[src/rtl/paramvec_pkg.sv]
// Shared types and default geometry for the packed parameter-result vector unpacker.
package paramvec_pkg;

  localparam int WORDW_DEF   = 128;
  localparam int FW_DEF      = 6;
  localparam int NFIELDS_DEF = 15;
  localparam int OUTW_DEF    = 8;

  typedef enum logic [0:0] {
    IDLE = 1'b0,
    EMIT = 1'b1
  } state_e;

  typedef logic [FW_DEF-1:0] field_t;

  // Index width that stays legal for a single-field vector.
  function automatic int idx_width(input int n);
    return (n > 1) ? $clog2(n) : 1;
  endfunction

endpackage

[src/rtl/paramvec_field_ext.sv]
// Combinational FW->OUTW extension of one field, sign- or zero-extended on request.
module paramvec_field_ext
  import paramvec_pkg::*;
#(
  parameter int FW   = FW_DEF,
  parameter int OUTW = OUTW_DEF
) (
  input  logic [FW-1:0]   field,
  input  logic            is_signed,
  output logic [OUTW-1:0] ext
);

  if (OUTW > FW) begin : g_extend
    assign ext = {{(OUTW-FW){is_signed & field[FW-1]}}, field};
  end else begin : g_same
    logic unused_sign;
    assign unused_sign = is_signed;
    assign ext         = field;
  end

endmodule

[src/rtl/paramvec_unpacker.sv]
// Accepts one packed word and streams its fields out one per handshake, field 0 first.
// Define PARAMVEC_CHECK_EN to compare every field against EXPECT and count mismatches.
module paramvec_unpacker
  import paramvec_pkg::*;
#(
  parameter int                 WORDW       = WORDW_DEF,
  parameter int                 FW          = FW_DEF,
  parameter int                 NFIELDS     = NFIELDS_DEF,
  parameter int                 OUTW        = OUTW_DEF,
  parameter logic [NFIELDS-1:0] SIGNED_MASK = 'h07E0,
  parameter logic [FW-1:0]      EXPECT [NFIELDS] = '{default: '0}
) (
  input  logic                          clk,
  input  logic                          rst_n,
  input  logic                          in_valid,
  output logic                          in_ready,
  input  logic [WORDW-1:0]              in_word,
  output logic                          out_valid,
  input  logic                          out_ready,
  output logic [OUTW-1:0]               out_field,
  output logic [idx_width(NFIELDS)-1:0] out_idx,
  output logic                          out_last,
  output logic                          chk_err,
  output logic [7:0]                    chk_count
);

  localparam int             DATAW    = NFIELDS * FW;
  localparam int             PADW     = WORDW - DATAW;
  localparam int             IW       = idx_width(NFIELDS);
  localparam logic [IW-1:0]  LAST_IDX = IW'(NFIELDS - 1);

  state_e           state_q, state_d;
  logic [IW-1:0]    idx_q, idx_d;
  logic [DATAW-1:0] word_q, word_d;
  logic [FW-1:0]    fields [NFIELDS];
  logic [FW-1:0]    cur_field;
  logic             in_fire, out_fire, pad_nz;

  assign in_ready  = (state_q == IDLE);
  assign out_valid = (state_q == EMIT);
  assign out_last  = out_valid && (idx_q == LAST_IDX);
  assign out_idx   = idx_q;
  assign in_fire   = in_valid && in_ready;
  assign out_fire  = out_valid && out_ready;

  always_comb begin
    for (int i = 0; i < NFIELDS; i++) fields[i] = word_q[i*FW +: FW];
  end
  assign cur_field = fields[idx_q];

  if (PADW > 0) begin : g_pad
    assign pad_nz = |in_word[WORDW-1:DATAW];
  end else begin : g_nopad
    assign pad_nz = 1'b0;
  end

  always_comb begin
    // NOTE: every always_comb output gets a default first so no path can infer a latch.
    state_d = state_q;
    idx_d   = idx_q;
    word_d  = word_q;
    case (state_q)
      IDLE: begin
        if (in_fire) begin
          word_d  = in_word[DATAW-1:0];
          idx_d   = '0;
          state_d = EMIT;
        end
      end
      EMIT: begin
        // Returning to IDLE on the last beat keeps in_ready low during that handshake.
        if (out_fire) begin
          if (idx_q == LAST_IDX) begin
            idx_d   = '0;
            state_d = IDLE;
          end else begin
            idx_d = idx_q + IW'(1);
          end
        end
      end
      default: state_d = IDLE;
    endcase
  end

  always_ff @(posedge clk or negedge rst_n) begin
    // NOTE: the captured word is reset too, so out_field reads 0 straight out of reset.
    if (!rst_n) begin
      state_q <= IDLE;
      idx_q   <= '0;
      word_q  <= '0;
    end else begin
      // NOTE: non-blocking assignments so every flop samples pre-edge values.
      state_q <= state_d;
      idx_q   <= idx_d;
      word_q  <= word_d;
    end
  end

  paramvec_field_ext #(
    .FW   (FW),
    .OUTW (OUTW)
  ) u_ext (
    .field     (cur_field),
    .is_signed (SIGNED_MASK[idx_q]),
    .ext       (out_field)
  );

`ifdef PARAMVEC_CHECK_EN
  logic [7:0] chk_count_q, chk_count_d;
  logic       chk_err_q, chk_err_d, mismatch;

  // Pad bits are judged at capture, fields at their output handshake; never both at once.
  always_comb begin
    mismatch    = (in_fire && pad_nz) || (out_fire && (cur_field != EXPECT[idx_q]));
    chk_err_d   = chk_err_q | mismatch;
    chk_count_d = chk_count_q;
    if (mismatch && (chk_count_q != 8'hFF)) chk_count_d = chk_count_q + 8'd1;
  end

  always_ff @(posedge clk or negedge rst_n) begin
    if (!rst_n) begin
      chk_err_q   <= 1'b0;
      chk_count_q <= '0;
    end else begin
      chk_err_q   <= chk_err_d;
      chk_count_q <= chk_count_d;
    end
  end

  assign chk_err   = chk_err_q;
  assign chk_count = chk_count_q;
`else
  logic unused_pad;
  assign unused_pad = pad_nz;
  assign chk_err    = 1'b0;
  assign chk_count  = '0;
`endif

endmodule

[config.mk]
export PLATFORM = sky130hd
export DESIGN_NAME = paramvec_unpacker
export DESIGN_NICKNAME = d
export VERILOG_FILES = /design/src/rtl/paramvec_pkg.sv /design/src/rtl/paramvec_field_ext.sv /design/src/rtl/paramvec_unpacker.sv
export SDC_FILE = /design/constraint.sdc
export NUM_CORES = 1
export LEC_CHECK = 0
export CAP_MARGIN = 40
export CORE_MARGIN = 1
export CORE_UTILIZATION = 30
export DETAILED_ROUTE_END_ITERATION = 16
export GPL_ROUTABILITY_DRIVEN = 1
export HOLD_SLACK_MARGIN = 0.12
export MAX_ROUTING_LAYER = met4
export PLACE_DENSITY_LB_ADDON = 0.12
export SLEW_MARGIN = 25
export SYNTH_ARGS = -nofsm -noshare
export SYNTH_HDL_FRONTEND = slang
export SYNTH_SLANG_ARGS = --single-unit
[constraint.sdc]
create_clock -name clk -period 4.58 [get_ports clk]
set_input_delay 0.916 -clock clk [delete_from_list [all_inputs] [get_ports clk]]
set_output_delay 0.916 -clock clk [all_outputs]
set_load 0.005 [all_outputs]
==> metrics, run 1 <==
part of the cycle the worst path needs=about 80%; Synth area leaders=dfrtp_1 53%, mux2_2 23%, mux4_1 4.1%, mux2i_1 3.3%, mux4_2 3.0%; clock tree from TritonCTS=yes; Slew headroom=between 40% and 50%; WP data arrival=2.65 ns; Int Power=between 2 and 2.5 mW; status=finished with violations; number of max-cap violations=0; CTS HTree Levels=3; Max Used Layer=met4; maximum clock path buffer count=2; PD cells=590 mW/mm2; worst path bufs/invs=2; met2 routed WL=5240 um; largest net degree at the start of global routing=64; register area=0.00238 mm2; io pins=156; count of cell types in the netlist=33; sequential fraction of the synthesis area=a little over half; CP max-delay cell=clkdlybuf4s50_1; Core Area=0.0146 mm2; Max Slew Vio Count=0; sw frac=30.6%; critical path fanouts, max=18; final setup fails=0; clock-pin slew on the worst setup and hold paths=0.06 ns; initial core utilization=30.9%; area grow syn2layout=33.9%; Tot GR Track Use=15.5%; Setup TNS=0 ns; VDD IR max=185 uV; wl on met1=4830 um; initial antenna violation count=0; biggest area consumer among synthesized cells=dfrtp_1; fin cells=608; die height=125 um; Post-Synthesis Cells=313; Ant. Diodes=0; initial drt markers=114; FF+latch count, synth=95; CP max stage delay=between 0.5 and 0.6 ns; die area=0.0156 mm2; switching power=1.09 mW; crit path kind=flip-flop to primary output; # placed instances=591; met3 WL post-DR=roughly 540 um; Mapped Area=0.00452 mm2; Clk Latency, worst-skew pair=about 0.34 ns; combinational power share=between 40 and 50%; antenna-violating nets left=0; critical path's top delay family=buffers and inverters; share of cells above drive strength 1=29.5%; RSZ-0062 raised after global routing=false; Slew @ Worst Pin=around 0.79 ns; Primary FF master, synth=dfrtp_1; fin nets=556; Synth top area share=52.6%; gr ovfl total=0; Post-CTS Hold Buffers=0; post-route minimum period=roughly 3.6 ns; Die W=125 um; startpoint types=flip-flop; failing checks=DRC; clock power share=19.1%; dpl hpwl=approximately 7700 um; YS warnings=0; Total Power=3.57 mW; Async S/R FF share, synth=100%; syn avg cell area=~14 um2; # fillers=1359; WL final=10800 um; cts repair resizes=0; Core Util, Final=41.4%; cell row count=44; Port Buffers=108; footprint of the multi-input gates=roughly 0.0020 mm2; required time worst endpoint=around 3.7 ns; DRC Markers=16; total number of vias=2912; First-pass DRT Iterations=10; first-pass GRT wire length=17400 um; routed length per instance=17.7 um; CTS sink count=between 90 and 100; cts bufs inserted=9; vias per cell=4.79; root buffer cell=clkbuf_16; vias in the first global route=3180; gpl congestion=between 0.7 and 0.8; Post-synth EDFFs=0; most frequent cells in the layout=107 x clkdlybuf4s50_1, 94 x dfrtp_1, 91 x mux2_2; most common cell after layout, fill and taps aside=clkdlybuf4s50_1; final hold violation count=0; total setup buffers inserted after CTS=0; Layout Skew=0.00473 ns; LEAKAGE=between 2 and 3 nW; Tightest Hold Check Type=primary input to async pin; CP endpoint kind=primary output; Reg power frac=40.9%; fmax=280 MHz; CP Cell Sequence=buf_4 -> nor2b_1 -> a221oi_1 -> o21bai_1 -> o21ai_0 -> clkdlybuf4s50_1
[sequential cells by signal (all words and copies together) (netlist names)]
register	flops
out_valid	1
word_q	90
out_idx	4
[logic make-up after synthesis]
| logic type | count (synthesis) | share of synthesized area, % |
|---|---|---|
| AO/OA/AOI/OAI | 36 | 5.59 |
| flip-flops | 95 | 52.6 |
| other | 1 | 0.0829 |
| XOR/XNOR | 1 | 0.194 |
| AND/OR/NAND/NOR | 21 | 2.63 |
| adder cells (fa/ha/maj) | 4 | 1.11 |
| buffers and inverters | 36 | 4.81 |
| multiplexers | 119 | 33.0 |
[synthesized netlist by cell type, types with 6 or more instances]
master	count
a21oi_1	7
a221oi_1	6
buf_2	12
buf_4	11
dfrtp_1	95
mux2_2	91
mux2i_1	15
mux4_1	7
mux4_2	6
[metal layers]
| layer | vias up | GRT usage (%) |
|---|---|---|
| met5 | - | - |
| met4 | 0 | 6.32 |
| met3 | 11 | 4.17 |
| met2 | 70 | 23.7 |
| met1 | 1475 | 19.4 |
| li1 | 1356 | - |
[final cells by class]
class	instances	area share, %
Multi-Input combinational cell	190	32.4
Timing Repair Buffer	119	19.9
Clock inverter	1	0.0826
Tap cell	184	3.80
Sequential cell	95	39.3
Clock buffer	14	4.19
Inverter	5	0.310
[path summary, 6_finish.rpt]
| path | startpoint | end | slack, ns | depth (start not counted) |
|---|---|---|---|---|
| worst min-delay path | rst_n | word_q[45]$_DFFE_PN0P_ | 0.39 | 1 |
| worst max register to register | out_idx[0]$_DFFE_PN0P_ | out_idx[3]$_DFFE_PN0P_ | 2.70 | 6 |
| min in group clk | word_q[55]$_DFFE_PN0P_ | word_q[55]$_DFFE_PN0P_ | 0.50 | 1 |
| worst min register to register | word_q[55]$_DFFE_PN0P_ | word_q[55]$_DFFE_PN0P_ | 0.50 | 1 |
| worst max-delay path | out_idx[1]$_DFFE_PN0P_ | out_field[6] | 1.01 | 6 |
| max in group asynchronous | rst_n | word_q[80]$_DFFE_PN0P_ | 3.19 | 3 |
[power by group through the flow]
stage / combinational, mW / clock, mW / sequential, mW
finish: 1.43 / 0.681 / 1.46
global placement: 1.39 / 0 / 1.49
global route: 1.56 / 0.737 / 1.52
CTS: 1.46 / 0.708 / 1.46
floorplan: 0.954 / 0 / 1.39
detailed placement: 1.45 / 0 / 1.48
[metrics by stage]
step           area (um2)  hold slack, ns  setup WS [ns]
6_report             6060           0.387           1.01
3_3_place_gp         5730           0.484           1.04
2_1_floorplan        4550           0.472           2.11
3_5_place_dp         5750           0.488           1.31
4_1_cts              6010           0.502          0.939
5_1_grt              6060           0.383          0.826
No activity file was read; power rests on OpenSTA's default activity.
==> inputs of run 2 (changes only) <==
==> constraint.sdc (replaced) <==
create_clock -name clk -period 3.6 [get_ports clk]
set_input_delay 0.72 -clock clk [delete_from_list [all_inputs] [get_ports clk]]
set_output_delay 0.72 -clock clk [all_outputs]
set_load 0.005 [all_outputs]
==> metrics, run 2 (synthesized netlist as in run 1, its figures left out) <==
status=finished with violations; failing checks=DRC; number of max-cap violations=0; post-route minimum period=between 3 and 4 ns; Die W=125 um; WP data arrival=2.70 ns; part of the cycle the worst path needs=95.0%; CP Cell Sequence=buf_4 -> mux4_2 -> and2_4 -> a211oi_2 -> a21oi_1 -> clkdlybuf4s50_1; VDD IR max=291 uV; PD cells=753 mW/mm2; largest net degree at the start of global routing=56; GR peak layer=met2; CP max-delay cell=dfrtp_2; die area=0.0156 mm2; worst setup margin=0.182 ns; CP startpoint=out_idx[0]$_DFFE_PN0P_; cts repair resizes=0; initial drt markers=152; Port Buffers=between 100 and 150; met3 GRT Util=about 4.4%; Core Util, Final=41.2%; worst setup path end=out_field[5]; total setup buffers inserted after CTS=0; final hold violation count=0; Tightest Hold Check Type=primary input to async pin; RSZ-0062 raised after global routing=false; Core Area=0.0146 mm2; die height=125 um; io pins=around 160; cells on worst reg2reg path=6; critical path's top delay family=buffers and inverters; Ant. Diodes=0; clock-pin slew on the worst setup and hold paths=~0.060 ns; fin cells=610; most frequent cells in the layout=107 x clkdlybuf4s50_1, 94 x dfrtp_1, 91 x mux2_2; clock tree from TritonCTS=yes; crit path kind=flip-flop to primary output; worst path bufs/invs=2; Setup TNS=0 ns; vias in the first global route=3077; total number of vias=2889; antenna-violating nets left=0; Placement Setup Slack=0.531 ns; CP max stage delay=0.61 ns; CP endpoint kind=primary output; maximum clock path buffer count=2; met2 usage=23.0%; initial core utilization=between 30% and 40%; root buffer cell=clkbuf_16; r2r startpoint=out_idx[0]$_DFFE_PN0P_; fin nets=557; initial antenna violation count=0; share of cells above drive strength 1=30.0%; required time worst endpoint=2.88 ns; routed length per instance=17.9 um; Tot GR Track Use=15.7%; worst reg-to-reg setup slack=1.63 ns; met1 usage=between 20% and 30%; design area=around 0.0060 mm2; cts bufs inserted=9; CTS HTree Levels=3; gpl congestion=slightly above 0.7; cell row count=44; Slew headroom=between 40 and 50%; Top reg by flops=word_q; Slew @ Worst Pin=0.751 ns; LEAKAGE=2.52 nW; vias per cell=roughly 4.7; gr ovfl total=0; First-pass DRT Iterations=10; critical path fanouts, max=14; RR Endpoint=out_idx[3]$_DFFE_PN0P_; most common cell after layout, fill and taps aside=clkdlybuf4s50_1; Max Slew Vio Count=0; WL final=10900 um; CTS sink count=95; DRC Markers=16; final setup fails=0; # placed instances=594; placed cell areas=0.00577 mm2; fmax=just under 300 MHz; first-pass GRT wire length=~18000 um; Clk Latency, worst-skew pair=0.35 ns; Levels on crit path=6; max reg flops=90; startpoint types=flip-flop; dpl hpwl=around 7800 um; Post-CTS Hold Buffers=0; area grow syn2layout=33.4%; Layout Skew=~0.0034 ns
==> run 2: per-stage QoR <==
| stage | hold slack, ns | total power, mW |
|---|---|---|
| detailed placement | 0.487 | 3.73 |
| global route | 0.364 | 4.87 |
| finish | 0.336 | 4.54 |
| CTS | 0.340 | 4.62 |
| floorplan | 0.424 | 2.98 |
| global placement | 0.484 | 3.68 |
==> run 2: power by group <==
part	internal (mW)	switching (mW)	total [mW]
logic	1.09	0.705	1.79
clock network	0.466	0.406	0.872
registers	1.58	0.302	1.88
==> run 2: layout make-up <==
cell class | count | area [um2]
Tap cell | 184 | 230
Sequential cell | 95 | 2380
Clock inverter | 4 | 22.5
Timing Repair Buffer | 120 | 1180
Inverter | 5 | 18.8
Clock buffer | 12 | 236
Fill cell | 1350 | 8610
Multi-Input combinational cell | 190 | 1970
==> run 2: worst reg2reg max path, stage by stage (launching register included) <==
cell	delay, ns
dfrtp_2	0.61
buf_4	0.27
inv_1	0.10
ha_1	0.20
and3_1	0.22
or2_2	0.31
o21ai_0	0.17
==> run 2: routing by layer <==
layer / part of all wire [%] / up-vias / wire length [um]
met5: 0 / - / 0
met4: 1.7 / 0 / 187
met2: 46 / 80 / 5020
met1: 47 / 1446 / 5100
li1: - / 1350 / -
met3: 5.4 / 13 / 591
==> run 2: worst min-delay path by stage <==
stage | depth (start not counted) | slack, ns | to
final | 1 | 0.34 | word_q[40]$_DFFE_PN0P_
after global routing | 1 | 0.36 | word_q[40]$_DFFE_PN0P_
after CTS | 1 | 0.34 | word_q[42]$_DFFE_PN0P_
after detailed placement | 1 | 0.49 | word_q[55]$_DFFE_PN0P_
after global placement | 1 | 0.48 | word_q[64]$_DFFE_PN0P_
after floorplan | 0 | 0.42 | out_idx[0]$_DFFE_PN0P_
